<file path="src/rtl/nibble_serial_subtractor.sv">
// Serial 16-bit subtractor: a - b - bin, one nibble per clock, start/busy/done handshake.
// Visible results and flags are registered and change only on the completing edge.
module nibble_serial_subtractor (
  input  logic        clk,
  input  logic        rst_n,
  input  logic        start,
  input  logic [15:0] a,
  input  logic [15:0] b,
  input  logic        bin,
  output logic        busy,
  output logic        done,
  output logic [15:0] diff,
  output logic        bout,
  output logic        zero,
  output logic        ovf
);

  typedef enum logic {
    IDLE = 1'b0,
    CALC = 1'b1
  } state_t;

  state_t      state_q, state_d;
  logic [1:0]  idx_q, idx_d;
  logic        borrow_q, borrow_d;
  logic [15:0] a_q, a_d;
  logic [15:0] b_q, b_d;
  logic [15:0] part_q, part_d;
  logic [15:0] diff_q, diff_d;
  logic        bout_q, bout_d;
  logic        zero_q, zero_d;
  logic        ovf_q, ovf_d;
  logic        done_q, done_d;

  logic [3:0]  a_nib [4];
  logic [3:0]  b_nib [4];
  logic [3:0]  cur_a;
  logic [3:0]  cur_b;
  logic [4:0]  nib_sub;
  logic [15:0] part_ins;

  // Nibble views of the latched operands and the partial result with the
  // current nibble merged in, so the final edge sees the complete difference.
  for (genvar gi = 0; gi < 4; gi++) begin : g_nib
    assign a_nib[gi] = a_q[4*gi +: 4];
    assign b_nib[gi] = b_q[4*gi +: 4];
    assign part_ins[4*gi +: 4] = (idx_q == 2'(gi)) ? nib_sub[3:0] : part_q[4*gi +: 4];
  end

  assign cur_a   = a_nib[idx_q];
  assign cur_b   = b_nib[idx_q];
  // Bit 4 of the 5-bit difference is the borrow out of this nibble.
  assign nib_sub = {1'b0, cur_a} - {1'b0, cur_b} - {4'b0000, borrow_q};

  always_comb begin
    state_d  = state_q;
    idx_d    = idx_q;
    borrow_d = borrow_q;
    a_d      = a_q;
    b_d      = b_q;
    part_d   = part_q;
    diff_d   = diff_q;
    bout_d   = bout_q;
    zero_d   = zero_q;
    ovf_d    = ovf_q;
    done_d   = 1'b0;

    case (state_q)
      IDLE: begin
        if (start) begin
          state_d  = CALC;
          a_d      = a;
          b_d      = b;
          borrow_d = bin;
          idx_d    = 2'd0;
        end
      end
      CALC: begin
        part_d   = part_ins;
        borrow_d = nib_sub[4];
        idx_d    = idx_q + 2'd1;
        if (idx_q == 2'd3) begin
          state_d = IDLE;
          diff_d  = part_ins;
          bout_d  = nib_sub[4];
          zero_d  = (part_ins == 16'h0000);
          ovf_d   = (a_q[15] ^ b_q[15]) & (part_ins[15] ^ a_q[15]);
          done_d  = 1'b1;
        end
      end
      default: state_d = IDLE;
    endcase
  end

  always_ff @(posedge clk or negedge rst_n) begin
    if (!rst_n) begin
      state_q  <= IDLE;
      idx_q    <= 2'd0;
      borrow_q <= 1'b0;
      a_q      <= 16'h0000;
      b_q      <= 16'h0000;
      part_q   <= 16'h0000;
      diff_q   <= 16'h0000;
      bout_q   <= 1'b0;
      zero_q   <= 1'b0;
      ovf_q    <= 1'b0;
      done_q   <= 1'b0;
    end else begin
      state_q  <= state_d;
      idx_q    <= idx_d;
      borrow_q <= borrow_d;
      a_q      <= a_d;
      b_q      <= b_d;
      part_q   <= part_d;
      diff_q   <= diff_d;
      bout_q   <= bout_d;
      zero_q   <= zero_d;
      ovf_q    <= ovf_d;
      done_q   <= done_d;
    end
  end

  assign busy = (state_q == CALC);
  assign done = done_q;
  assign diff = diff_q;
  assign bout = bout_q;
  assign zero = zero_q;
  assign ovf  = ovf_q;

endmodule

</file>
<file path="config.mk">
export PLATFORM = sky130hd
export DESIGN_NAME = nibble_serial_subtractor
export DESIGN_NICKNAME = d
export VERILOG_FILES = /design/src/rtl/nibble_serial_subtractor.sv
export SDC_FILE = /design/constraint.sdc
export NUM_CORES = 1
export LEC_CHECK = 0
export ABC_AREA = 1
export CAP_MARGIN = 20
export CORE_MARGIN = 10
export CORE_UTILIZATION = 35
export DETAILED_ROUTE_END_ITERATION = 7
export GPL_TIMING_DRIVEN = 1
export PLACE_DENSITY = 0.55
export SYNTH_ARGS = -nofsm -noshare
export SYNTH_HDL_FRONTEND = slang
export SYNTH_SLANG_ARGS = --single-unit
</file>
<file path="constraint.sdc">
create_clock -name clk -period 3 [get_ports clk]
set_input_delay 0.45 -clock clk [delete_from_list [all_inputs] [get_ports clk]]
set_output_delay 0.45 -clock clk [all_outputs]
set_load 0.03 [all_outputs]
</file>
==> results of run 1 <==
per-layer routing:
metal | vias up | GRT usage | wire, um
met2 | 61 | 0.198 | 3700
met1 | 1218 | 0.157 | 3770
li1 | 1358 | - | -
met3 | 12 | 0.0365 | 431
met4 | 0 | 0.0502 | 141
met5 | - | 0 | 0
what timing repair did:
item	in CTS	in global routing
setup buffers	0	2
endpoints found under the setup margin	0	3
gates resized for setup	0	3
kinds of logic (layout without fill, tap and decap cells):
kind of cell / count (synthesis) / count (layout) / share of synthesized area
simple gates: 213 / 213 / 0.279
flops: 69 / 69 / 0.528
compound gates: 57 / 57 / 0.0972
buf+inv: 39 / 106 / 0.0501
fa+ha+maj: 10 / 10 / 0.0429
xor+xnor: 1 / 1 / 0.00268
flip-flops by register name (all words and copies together) (netlist names):
| register | cells |
|---|---|
| a_q | 16 |
| b_q | 16 |
| diff | 16 |
| part_q | 13 |
| idx_q | 2 |
| borrow_q | 1 |
| bout | 1 |
| busy | 1 |
| done | 1 |
| ovf | 1 |
| zero | 1 |
through the flow:
| step | worst slack, ns | instance area, um^2 |
|---|---|---|
| 2_1_floorplan | 0.136 | 3270 |
| 3_3_place_gp | 0.190 | 3970 |
| 3_5_place_dp | 0.0299 | 3970 |
| 4_1_cts | 0.0207 | 4170 |
| 5_1_grt | -0.00408 | 4190 |
| 6_report | 0.251 | 4190 |
layout make-up:
type,instances,area [um^2]
Multi-Input combinational cell,281,1380
Clock inverter,5,50.0
Timing Repair Buffer,67,656
Tap cell,111,139
Sequential cell,69,1730
Inverter,23,93.8
Clock buffer,11,141
Fill cell,933,4960
cells in the final DEF, fill, tap and decap left out, types with 3 or more instances in the layout:
| cell type | instances |
|---|---|
| sky130_fd_sc_hd__buf_4 | 9 |
| sky130_fd_sc_hd__o22ai_1 | 3 |
| sky130_fd_sc_hd__clkbuf_8 | 10 |
| sky130_fd_sc_hd__nor2_1 | 28 |
| sky130_fd_sc_hd__inv_1 | 19 |
| sky130_fd_sc_hd__nand3_1 | 7 |
| sky130_fd_sc_hd__nand2_1 | 161 |
| sky130_fd_sc_hd__a21oi_1 | 5 |
| sky130_fd_sc_hd__dfrtp_1 | 68 |
| sky130_fd_sc_hd__nand3_2 | 5 |
| sky130_fd_sc_hd__o21ai_0 | 37 |
| sky130_fd_sc_hd__clkdlybuf4s50_1 | 55 |
| sky130_fd_sc_hd__nand2_4 | 3 |
| sky130_fd_sc_hd__clkinv_2 | 4 |
| sky130_fd_sc_hd__ha_1 | 8 |
| sky130_fd_sc_hd__a31oi_1 | 5 |
worst paths after layout:
check	from	end	slack, ns	depth (start not counted)
worst max-delay path	idx_q[0]$_DFFE_PN0P_	zero$_DFFE_PN0P_	0.25	13
worst min-delay path	rst_n	diff[6]$_DFFE_PN0P_	0.19	1
worst max register to register	idx_q[0]$_DFFE_PN0P_	zero$_DFFE_PN0P_	0.25	13
worst min register to register	a_q[7]$_DFFE_PN0P_	a_q[7]$_DFFE_PN0P_	0.48	2
max in group asynchronous	rst_n	idx_q[1]$_DFFE_PN0P_	2.14	2
min in group clk	a_q[7]$_DFFE_PN0P_	a_q[7]$_DFFE_PN0P_	0.48	2
report_power, final:
group,internal [mW],total (mW),leakage [nW],switching (mW)
logic,1.28,3.36,1.08,2.08
registers,1.39,1.64,0.844,0.249
clock network,0.401,0.744,0.103,0.343
total,3.07,5.74,2.02,2.67
worst max-delay path, delay by kind of cell (launching register included):
kind | cells | cell delay [ns]
compound gates | 2 | 0.25
fa+ha+maj | 2 | 1.00
simple gates | 8 | 0.77
flops | 1 | 0.47
buf+inv | 1 | 0.21
==> run summary, run 1 <==
========================================================================================
Status .................................................................... complete, no violations
Post-route core utilization ...............................................        0.458
Ranking of synthesized cells by area ...................................... sky130_fd_sc_hd__dfrtp_1 (53%), sky130_fd_sc_hd__nand2_1 (18%), sky130_fd_sc_hd__o21ai_0 (5.7%)
Cell Count Post-Placement .................................................          549
P per Cell Area ........................................................... 1370 nW/um^2
Iteration-0 DRC Markers ...................................................          109
Row count .................................................................           35
Worst path arrival time ...................................................      3.03 ns
Distinct cell type count of the synthesized netlist .......................           32
# diodes ..................................................................            0
Total congestion overflow .................................................            0
Wire length of the first global-routing pass ..............................      13.3 mm
Tightest Pin Transition ...................................................     0.823 ns
Stage delay of the slowest cell on the critical path ......................      0.60 ns
Effective utilization at floorplan ........................................        0.357
Remaining max-slew budget at the tightest pin .............................        0.451
Leakage power figure ......................................................      2.02 nW
Cells along the critical path ............................................. dlymetal6s2s_1, nor2_1, o22ai_1, fa_2, fa_2, nand2_1, o21ai_0, nand4_1, nor2_1, nand4_1, nor2_1, nand3_1, nand2_1
IR drop worst, VDD ........................................................     0.497 mV
Yosys warning total .......................................................            0
Count of vias placed by the detailed router ...............................         2649
Mapped Nets ...............................................................          435
Die Wd ....................................................................       117 um
Number of global-route vias before repair .................................         2649
Type of destination of the critical path ..................................         flop
Initial antenna violation count ...........................................            0
Final count of negative-setup-slack endpoints .............................            0
Part of the Yosys area used for sequential elements .......................        0.528
Path type of the worst setup path .........................................      reg2reg
Layout cell share with drive strength beyond 1 ............................        0.103
Post-synthesis instance area ..............................................    3270 um^2
Non-filler cells, final ...................................................          567
Top-area cell type share of the netlist area ..............................        0.528
Area of the core ..........................................................    9150 um^2
Root buf cell ............................................................. sky130_fd_sc_hd__clkbuf_8
Remaining antenna violation count after routing ...........................            0
Vertical die dimension ....................................................       117 um
Final weighted congestion of routability-driven global placement ..........        0.865
Maximum root-to-sink buffer count .........................................            2
Wirelength per Cell .......................................................      14.2 um
Total negative slack for setup checks .....................................         0 ns
Setup Skew ................................................................   0.00764 ns
Area delta synth->final ...................................................        28.2%
Detailed-routing iteration count for the pre-antenna-repair pass ..........            6
Hold slack ................................................................     0.192 ns
Post-synth EDFFs ..........................................................            0
Post-layout nets ..........................................................          497
Seq cells post-synth ......................................................           69
Worst skew pair latency ...................................................      0.35 ns
Synthesized instance count ................................................          389
Most common cell type on the critical path ................................ sky130_fd_sc_hd__nor2_1
Total number of clock tree sinks ..........................................           69
Clock tree from TritonCTS .................................................          yes
Number of levels in the clock H-tree ......................................            3
Worst min-delay path class ................................................     in2async
Total clock buffers created by CTS ........................................            9
Maxcap violations .........................................................            0
Hold violation count in the final report ..................................            0
Count of pins on the block boundary .......................................           57
Full die area .............................................................   13600 um^2
Detailed placement HPWL ...................................................      5.94 mm
Startpoint type of the worst setup path ...................................         flop
Top-count cell post-synth ................................................. sky130_fd_sc_hd__nand2_1
Total wire length after detailed routing ..................................      8.05 mm
Clk slew on worst S/H paths ...............................................      0.07 ns
Yosys top cell by area .................................................... sky130_fd_sc_hd__dfrtp_1
Final worst path period need ..............................................      2.75 ns
Ys async rst share ........................................................         1.00
Max-slew violations .......................................................            0
Portion of the clock cycle consumed by the worst path in the final layout .        0.916
Average via count per standard cell .......................................         4.67
Critical path peak fanout .................................................            6
Synth Flop Type ........................................................... sky130_fd_sc_hd__dfrtp_1
Master of the slowest instance on the critical path ....................... sky130_fd_sc_hd__fa_2
DRC .......................................................................            0
Syn_area_per_cell .........................................................    8.40 um^2
Count of port buffers added during placement ..............................           56
Cts hold-fix bufs .........................................................            0
Design Power ..............................................................      5.74 mW
Top cells by count, synth ................................................. sky130_fd_sc_hd__nand2_1 (161), sky130_fd_sc_hd__dfrtp_1 (69), sky130_fd_sc_hd__o21ai_0 (37)
Maximum frequency from static timing analysis .............................    0.364 GHz
Required @ worst endpoint .................................................      3.29 ns
Pin count of the biggest net entering global routing ......................           36
Global routing usage summed across all routing layers .....................        0.125
========================================================================================
(Power assumes the default switching activity.)
==> inputs of run 2 (changes only) <==
--- a/config.mk
+++ b/config.mk
@@ -6,6 +6,7 @@
 export NUM_CORES = 1
 export LEC_CHECK = 0
 export ABC_AREA = 1
+export ABC_CLOCK_PERIOD_IN_PS = 3000
 export CAP_MARGIN = 20
 export CORE_MARGIN = 10
 export CORE_UTILIZATION = 35
==> results of run 2 <==
The final DEF is identical to that of run 1; final timing and power are the same.
